$ cat src/rtl/dout_uart_pkg.sv
// Shared types and frame constants for the dout UART transmitter.
package dout_uart_pkg;

  typedef enum logic [1:0] {
    IDLE  = 2'd0,
    START = 2'd1,
    DATA  = 2'd2,
    STOP  = 2'd3
  } tx_state_t;

  localparam int unsigned WORD_W      = 16;
  localparam int unsigned DATA_BITS   = 8;
  localparam logic        START_LEVEL = 1'b0;
  localparam logic        STOP_LEVEL  = 1'b1;
  localparam logic        IDLE_LEVEL  = 1'b1;

endpackage

$ cat src/rtl/dout_uart_tx_if.sv
// Core-side write port and status of the dout UART transmitter.
interface dout_uart_tx_if;
  import dout_uart_pkg::*;

  logic              wr_en;
  logic [WORD_W-1:0] wr_data;
  logic              full;
  logic              busy;
  logic              overflow;

  modport master (output wr_en, output wr_data, input full, input busy, input overflow);
  modport slave  (input wr_en, input wr_data, output full, output busy, output overflow);

endinterface

$ cat src/rtl/sync_fifo.sv
// Single-clock FIFO with extra-MSB pointers; read data falls through from the head.
module sync_fifo #(
  parameter int unsigned WIDTH = 16,
  parameter int unsigned DEPTH = 4
) (
  input  logic             clk,
  input  logic             rst_n,
  input  logic             push,
  input  logic [WIDTH-1:0] wdata,
  input  logic             pop,
  output logic [WIDTH-1:0] rdata,
  output logic             full,
  output logic             empty
);

  localparam int unsigned AW = $clog2(DEPTH);
  localparam int unsigned PW = AW + 1;

  logic [WIDTH-1:0] mem [DEPTH];
  logic [PW-1:0]    wr_ptr;
  logic [PW-1:0]    rd_ptr;
  logic             do_push;
  logic             do_pop;

  assign full    = (wr_ptr[AW] != rd_ptr[AW]) && (wr_ptr[AW-1:0] == rd_ptr[AW-1:0]);
  assign empty   = (wr_ptr == rd_ptr);
  assign do_push = push && !full;
  assign do_pop  = pop && !empty;
  assign rdata   = mem[rd_ptr[AW-1:0]];

  always_ff @(posedge clk or negedge rst_n) begin
    if (!rst_n) begin
      wr_ptr <= '0;
      rd_ptr <= '0;
    end else begin
      if (do_push) wr_ptr <= wr_ptr + PW'(1);
      if (do_pop)  rd_ptr <= rd_ptr + PW'(1);
    end
  end

  // Storage carries no reset; the pointers alone define validity.
  always_ff @(posedge clk) begin
    if (do_push) mem[wr_ptr[AW-1:0]] <= wdata;
  end

endmodule

$ cat src/rtl/dout_uart_tx.sv
// Buffers 16-bit dout writes and sends each as two 8N1 bytes, low byte first.
module dout_uart_tx
  import dout_uart_pkg::*;
#(
  parameter int unsigned CLKS_PER_BIT = 868,
  parameter int unsigned FIFO_DEPTH   = 4
) (
  input  logic           clk,
  input  logic           sys_rst,
  dout_uart_tx_if.slave  bus,
  output logic           tx
);

  localparam int unsigned BAUD_W = $clog2(CLKS_PER_BIT);
  localparam int unsigned BIT_W  = $clog2(DATA_BITS);

  logic              rst_n;
  tx_state_t         state_q, state_d;
  logic [BAUD_W-1:0] baud_q, baud_d;
  logic [BIT_W-1:0]  bit_q, bit_d;
  logic              byte_sel_q, byte_sel_d;
  logic [WORD_W-1:0] shift_q, shift_d;
  logic              tx_q, tx_d;
  logic              ovf_q;
  logic              armed_q;
  logic              pop_c;
  logic              bit_end_c;
  logic              wr_c;
  logic              fifo_full;
  logic              fifo_empty;
  logic [WORD_W-1:0] fifo_rdata;

  assign rst_n = sys_rst;

  // Writes are ignored until one clock after reset release.
  assign wr_c = bus.wr_en && armed_q;

  sync_fifo #(
    .WIDTH (WORD_W),
    .DEPTH (FIFO_DEPTH)
  ) u_fifo (
    .clk   (clk),
    .rst_n (rst_n),
    .push  (wr_c && !fifo_full),
    .wdata (bus.wr_data),
    .pop   (pop_c),
    .rdata (fifo_rdata),
    .full  (fifo_full),
    .empty (fifo_empty)
  );

  assign bit_end_c    = (baud_q == BAUD_W'(CLKS_PER_BIT - 1));
  assign bus.full     = fifo_full;
  assign bus.overflow = ovf_q;
  assign bus.busy     = (state_q != IDLE) || !fifo_empty;
  assign tx           = tx_q;

  always_ff @(posedge clk or negedge rst_n) begin
    if (!rst_n) begin
      state_q    <= IDLE;
      baud_q     <= '0;
      bit_q      <= '0;
      byte_sel_q <= 1'b0;
      shift_q    <= '0;
      tx_q       <= IDLE_LEVEL;
      ovf_q      <= 1'b0;
      armed_q    <= 1'b0;
    end else begin
      state_q    <= state_d;
      baud_q     <= baud_d;
      bit_q      <= bit_d;
      byte_sel_q <= byte_sel_d;
      shift_q    <= shift_d;
      tx_q       <= tx_d;
      armed_q    <= 1'b1;
      if (wr_c && fifo_full) ovf_q <= 1'b1;
    end
  end

  // Frame sequencing; the shift register moves right one bit per data bit,
  // so after the low byte the high byte already sits in the bottom 8 bits.
  always_comb begin
    state_d    = state_q;
    baud_d     = baud_q;
    bit_d      = bit_q;
    byte_sel_d = byte_sel_q;
    shift_d    = shift_q;
    pop_c      = 1'b0;

    if (state_q != IDLE) begin
      baud_d = bit_end_c ? '0 : baud_q + BAUD_W'(1);
    end

    case (state_q)
      IDLE: begin
        baud_d = '0;
        if (!fifo_empty) begin
          pop_c      = 1'b1;
          shift_d    = fifo_rdata;
          byte_sel_d = 1'b0;
          state_d    = START;
        end
      end
      START: begin
        if (bit_end_c) begin
          bit_d   = '0;
          state_d = DATA;
        end
      end
      DATA: begin
        if (bit_end_c) begin
          shift_d = {1'b0, shift_q[WORD_W-1:1]};
          if (bit_q == BIT_W'(DATA_BITS - 1)) begin
            state_d = STOP;
          end else begin
            bit_d = bit_q + BIT_W'(1);
          end
        end
      end
      STOP: begin
        if (bit_end_c) begin
          if (!byte_sel_q) begin
            byte_sel_d = 1'b1;
            state_d    = START;
          end else if (!fifo_empty) begin
            pop_c      = 1'b1;
            shift_d    = fifo_rdata;
            byte_sel_d = 1'b0;
            state_d    = START;
          end else begin
            state_d = IDLE;
          end
        end
      end
      default: state_d = IDLE;
    endcase
  end

  // Line level follows the current state; registered one clock later.
  always_comb begin
    tx_d = IDLE_LEVEL;
    case (state_q)
      START:   tx_d = START_LEVEL;
      DATA:    tx_d = shift_q[0];
      STOP:    tx_d = STOP_LEVEL;
      default: tx_d = IDLE_LEVEL;
    endcase
  end

endmodule

$ cat src/flat_wrapper.sv
// flat-port wrapper written by rule: the top's interface ports become plain ports
module dout_uart_tx_flat import dout_uart_pkg::*;
#(
  parameter int unsigned CLKS_PER_BIT = 868,
  parameter int unsigned FIFO_DEPTH   = 4
)
  (clk, sys_rst, tx, bus_wr_en, bus_wr_data, bus_full, bus_busy, bus_overflow);
  dout_uart_tx_if bus_i ();
  input  logic clk;
  input  logic sys_rst;
  output logic tx;
  input wire logic [$bits(bus_i.wr_en)-1:0] bus_wr_en;
  input wire logic [$bits(bus_i.wr_data)-1:0] bus_wr_data;
  output wire logic [$bits(bus_i.full)-1:0] bus_full;
  output wire logic [$bits(bus_i.busy)-1:0] bus_busy;
  output wire logic [$bits(bus_i.overflow)-1:0] bus_overflow;
  assign bus_i.wr_en = bus_wr_en;
  assign bus_i.wr_data = bus_wr_data;
  assign bus_full = bus_i.full;
  assign bus_busy = bus_i.busy;
  assign bus_overflow = bus_i.overflow;
  dout_uart_tx #(.CLKS_PER_BIT(CLKS_PER_BIT), .FIFO_DEPTH(FIFO_DEPTH)) u_core (.clk(clk), .sys_rst(sys_rst), .bus(bus_i), .tx(tx));
endmodule
$ cat config.mk
export PLATFORM = sky130hd
export DESIGN_NAME = dout_uart_tx_flat
export DESIGN_NICKNAME = d
export VERILOG_FILES = /design/src/rtl/dout_uart_pkg.sv /design/src/rtl/dout_uart_tx_if.sv /design/src/rtl/sync_fifo.sv /design/src/rtl/dout_uart_tx.sv /design/src/flat_wrapper.sv
export SDC_FILE = /design/constraint.sdc
export NUM_CORES = 1
export LEC_CHECK = 0
export BUFFER_PORTS_ARGS = -buffer_cell sky130_fd_sc_hd__buf_2
export CAP_MARGIN = 20
export CORE_MARGIN = 2
export CORE_UTILIZATION = 60
export DETAILED_ROUTE_END_ITERATION = 16
export PLACE_DENSITY = 0.89
export SLEW_MARGIN = 40
export SYNTH_ARGS = -nofsm -noshare
export SYNTH_HDL_FRONTEND = slang
export SYNTH_HIERARCHICAL = 1
export SYNTH_SLANG_ARGS = --single-unit
$ cat constraint.sdc
create_clock -name clk -period 2.9 [get_ports clk]
set_input_delay 0.145 -clock clk [delete_from_list [all_inputs] [get_ports clk]]
set_output_delay 0.145 -clock clk [all_outputs]
set_load 0.01 [all_outputs]
==> results.yml <==
outcome:
  outcome: "finished, final reports clean"
placed_design:
  hpwl_um: 5140
  dp_slack_ps: 596
  gpl.final_weighted_congestion: 0.796
  placedInstanceArea_um2: 4940
  port_buffers: 22
sta:
  max_slew_margin_pct: 64.4
  final_setup_violation_count: 0
  fin_ws_ps: 628
  timing.clock.skew_ps: 20.5
  final_min_period_over_clock_period_pct: 78.4
  rsz0062_at_grt: "false"
  setup-tns-final_ps: 0
  fmaxAchievable_mhz: 440
  max_slew.worst_pin.slew_ps: 534
  report.final.slew_viol_count: 0
  finalHoldViolations: 0
  final_critical_path_required_period_ps: 2270
clocking:
  cts-root-to-sink-buffers: 2
  cts.reportedPaths.clkPinSlew_ps: 110
  cts_tree: "yes"
  tritoncts_num_sinks: 105
  htree_levels: 3
  cts-resized-gates: 0
  numCtsBuffers: 9
  cts-root-buf: "sky130_fd_sc_hd__clkbuf_8"
  clock_latency_late_sink_ps: 370
power_and_ir_drop:
  vdd_drop_max_uv: 530
  intPower_w: 0.00328
  power.density_nw_per_um2: 936
  design_power_total_w: 0.00493
  power.net_switching_w: 0.00164
  clock_power_share_pct: 17.0
  combPwrFrac_pct: 39.7
  p_leak_nw: 1.99
  power.share.sequential_pct: 43.2
  swShare_pct: 33.3
floorplan:
  coreArea_um2: 7690
  initial_utilization_pct: 61.7
  std_cell_rows: 32
  die_area_um2: 8630
  fp.dieH_um: 92.9
  floorplan.io_pins: 23
  die_width_um: 92.9
critical_path:
  worst-r2r-cell-count: 6
  timing.critical_path.cells: "xor2_2 > nor3_1 > buf_4 > a21oi_1 > o221a_4 > mux2_2"
  reg2reg_setup_slack_ps: 630
  crit_fanout: 16
  worst-endpoint-required_ps: 3150
  timing.critical_path.arrival_ps: 2520
  timing.critical_path.buf_inv: 1
  crit-reg2reg-launch: "u_core/u_fifo/wr_ptr[0]$_DFFE_PN0P_"
  setup.worst_path.class: "reg -> reg"
  worst_stage_delay_on_the_critical_path_ps: 530
  r2r-end: "u_core/shift_q[11]$_DFFE_PN0P_"
  startpoint_type: "flip-flop"
  critical-path-top-delay-family: "compound AO/OA/AOI/OAI gates"
  timing.critical_path.slowest_stage_cell: "sky130_fd_sc_hd__dfrtp_1"
  timing.critical_path.to_type: "flip-flop"
cells_and_area:
  layout.cell_area.non_filler_um2: 5260
  area_growth_pct: 11.0
  drive_gt1_share_pct: 32.6
  num_antenna_cells: 0
  n_fill_cell: 531
  final_nets: 368
yosys:
  share_of_synthesized_area_occupied_by_flip_flops_and_latches_pct: 62.2
  synth_seq_cells: 105
  syn-cell-area_um2: 4740
  postSynthNetCount: 327
  share_of_async_settable_or_async_resettable_flops_after_synthesis_pct: 39.0
  post-synth-top-area-fraction_pct: 40.5
  synth_largest_area_cell: "sky130_fd_sc_hd__edfxtp_1"
  synth_enable_flop_cells: 64
  synth_area_leaders: "sky130_fd_sc_hd__edfxtp_1, sky130_fd_sc_hd__dfrtp_1, sky130_fd_sc_hd__mux4_2, sky130_fd_sc_hd__mux2_2, sky130_fd_sc_hd__ha_1"
  post_synth_num_cell_types: 46
  yosys_most_used_dff: "sky130_fd_sc_hd__edfxtp_1"
  syn-mean-instance-area_um2: 16.1
  synthCells: 294
  yosysWarningCount: 6
detailed_routing:
  drt-wirelength-per-cell_um: 17.9
  detail_route.drc_violations: 0
  antenna_violating_nets_left: 0
  vias_per_cell: 5.84
  postRouteWirelength_um: 7920
  met1Wirelength_um: 3320
  top_signal_layer_used: "met4"
  drt_first_iter_violations: 104
  dr_wl_met3_um: 240
  dr_wl_met2_um: 4230
  drt_pass1_iterations: 4
  total_number_of_vias: 2583
grt:
  total_gr_overflow: 0
  initial_antenna_violation_count: 0
  grt_use_total_pct: 20.4
  grt_start_max_net_pins: 42
  first_pass_grt_wire_length_um: 13300
  grt_pass1_vias: 2693
min_path:
  holdCritPathClass: "in -> reg"
  hold-path-cell-count: 1
  min_to: "u_core/u_fifo/mem[3][5]$_DFFE_PP_"
  hold_path_startpoint: "bus_wr_data[5]"
job:
  drv_cap: 0
[registers in the layout, indices dropped and copies added (netlist names)]
name                  count
u_core/byte_sel_q         1
u_core/u_fifo/mem        64
u_core/u_fifo/wr_ptr      3
u_core/tx                 1
u_core/u_fifo/rd_ptr      3
u_core/shift_q           16
u_core/armed_q            1
u_core/bit_q              3
u_core/state_q            2
u_core/baud_q            10
u_core/bus.overflow       1
[cell families after synthesis]
family / count (synthesis) / share of synthesized area (%)
simple gates: 59 / 6.68
fa+ha+maj: 14 / 3.69
compound gates: 27 / 4.91
xor+xnor: 17 / 3.61
other cells: 1 / 0.0791
flops: 105 / 62.2
buf+inv: 23 / 2.85
mux: 48 / 16.0
[metal layers]
| metal | vias to the layer above | global-route usage (%) |
|---|---|---|
| met5 | - | 0 |
| met4 | 0 | 6.50 |
| met3 | 13 | 4.39 |
| met2 | 56 | 36.3 |
| met1 | 1320 | 25.0 |
| li1 | 1194 | - |
[through the flow]
stage               hold slack [ps]  utilization (%)  cells
floorplan                      -151                -    294
global placement                322             64.2    413
detailed placement              166             64.3    413
CTS                            5.21             68.4    442
global route                  0.278             68.5    442
finish                         17.7             68.5    442
[synthesized netlist by cell type, types with 3 or more instances]
master,n
sky130_fd_sc_hd__dfrtp_1,40
sky130_fd_sc_hd__mux4_2,16
sky130_fd_sc_hd__o21ai_0,4
sky130_fd_sc_hd__mux2_2,22
sky130_fd_sc_hd__o31ai_2,4
sky130_fd_sc_hd__buf_6,4
sky130_fd_sc_hd__ha_1,14
sky130_fd_sc_hd__inv_1,11
sky130_fd_sc_hd__edfxtp_1,64
sky130_fd_sc_hd__clkbuf_1,5
sky130_fd_sc_hd__nand3_1,13
sky130_fd_sc_hd__xnor2_1,10
sky130_fd_sc_hd__xor2_1,4
sky130_fd_sc_hd__nor3_1,13
sky130_fd_sc_hd__nor2_1,8
sky130_fd_sc_hd__nand2_1,8
sky130_fd_sc_hd__a21oi_1,6
sky130_fd_sc_hd__mux2_4,10
sky130_fd_sc_hd__and3_1,3
[placed cells by master (no fill, tap or decap), types with 3 or more instances in the layout]
| cell type | count |
|---|---|
| sky130_fd_sc_hd__nor3_1 | 13 |
| sky130_fd_sc_hd__mux2_4 | 10 |
| sky130_fd_sc_hd__nand2_1 | 8 |
| sky130_fd_sc_hd__inv_1 | 11 |
| sky130_fd_sc_hd__mux2_2 | 22 |
| sky130_fd_sc_hd__buf_4 | 8 |
| sky130_fd_sc_hd__ha_1 | 14 |
| sky130_fd_sc_hd__inv_6 | 3 |
| sky130_fd_sc_hd__xnor2_1 | 10 |
| sky130_fd_sc_hd__o31ai_2 | 4 |
| sky130_fd_sc_hd__dlygate4sd3_1 | 13 |
| sky130_fd_sc_hd__nand3_1 | 13 |
| sky130_fd_sc_hd__buf_2 | 21 |
| sky130_fd_sc_hd__nor2_1 | 8 |
| sky130_fd_sc_hd__and3_2 | 3 |
| sky130_fd_sc_hd__a21oi_1 | 6 |
| sky130_fd_sc_hd__xor2_1 | 4 |
| sky130_fd_sc_hd__mux4_2 | 16 |
| sky130_fd_sc_hd__edfxtp_1 | 64 |
| sky130_fd_sc_hd__dfrtp_1 | 40 |
| sky130_fd_sc_hd__o21ai_0 | 4 |
| sky130_fd_sc_hd__clkbuf_8 | 9 |
[final cells by class]
type                       instances  area [µm²]  share of cell area (%)
multi-input combinational        166        1660                    31.6
tap                              102         128                    2.42
sequential                       105        2950                    56.0
inverter                          11        41.3                   0.784
clock buffer                      10         128                    2.42
clock inverter                     6        61.3                    1.16
timing repair buffer              42         295                    5.61
[worst reg2reg max path: cells and delay by family (launching register included)]
family / cells / cell delay, ps
buffers and inverters: 1 / 170
and+or+nand+nor: 1 / 90
muxes: 1 / 400
DFF: 1 / 530
xor gates and xnor gates: 1 / 360
AOI/OAI and AO/OA: 2 / 610
[power groups by stage]
stage	Clock [W]	Combinational, W	Sequential (W)
CTS	0.000865	0.00196	0.00213
finish	0.000839	0.00196	0.00213
detailed placement	0	0.00195	0.00216
global placement	0	0.00187	0.00214
global route	0.000918	0.00213	0.00217
floorplan	0	0.00166	0.00210
[how the worst max path moves through the flow]
stage / cells after the start / slack (ps) / startpoint / endpoint
after floorplan: 7 / 630 / u_core/u_fifo/rd_ptr[0]$_DFFE_PN0P_ / u_core/u_fifo/mem[3][0]$_DFFE_PP_
after global routing: 7 / 410 / u_core/baud_q[0]$_DFF_PN0_ / u_core/u_fifo/rd_ptr[2]$_DFFE_PN0P_
final: 6 / 630 / u_core/u_fifo/wr_ptr[0]$_DFFE_PN0P_ / u_core/shift_q[11]$_DFFE_PN0P_
after detailed placement: 5 / 600 / u_core/u_fifo/wr_ptr[0]$_DFFE_PN0P_ / u_core/u_fifo/mem[1][2]$_DFFE_PP_
after global placement: 8 / 700 / u_core/baud_q[0]$_DFF_PN0_ / u_core/u_fifo/rd_ptr[1]$_DFFE_PN0P_
after CTS: 5 / 570 / u_core/u_fifo/wr_ptr[2]$_DFFE_PN0P_ / u_core/u_fifo/mem[1][6]$_DFFE_PP_
[repair_timing]
item	in CTS	in global routing
hold buffers	13	0
buffers inserted	0	0
endpoints found under the hold margin	85	0
endpoints found under the setup margin	0	0
Note: power is estimated with default switching activity, not from simulation.
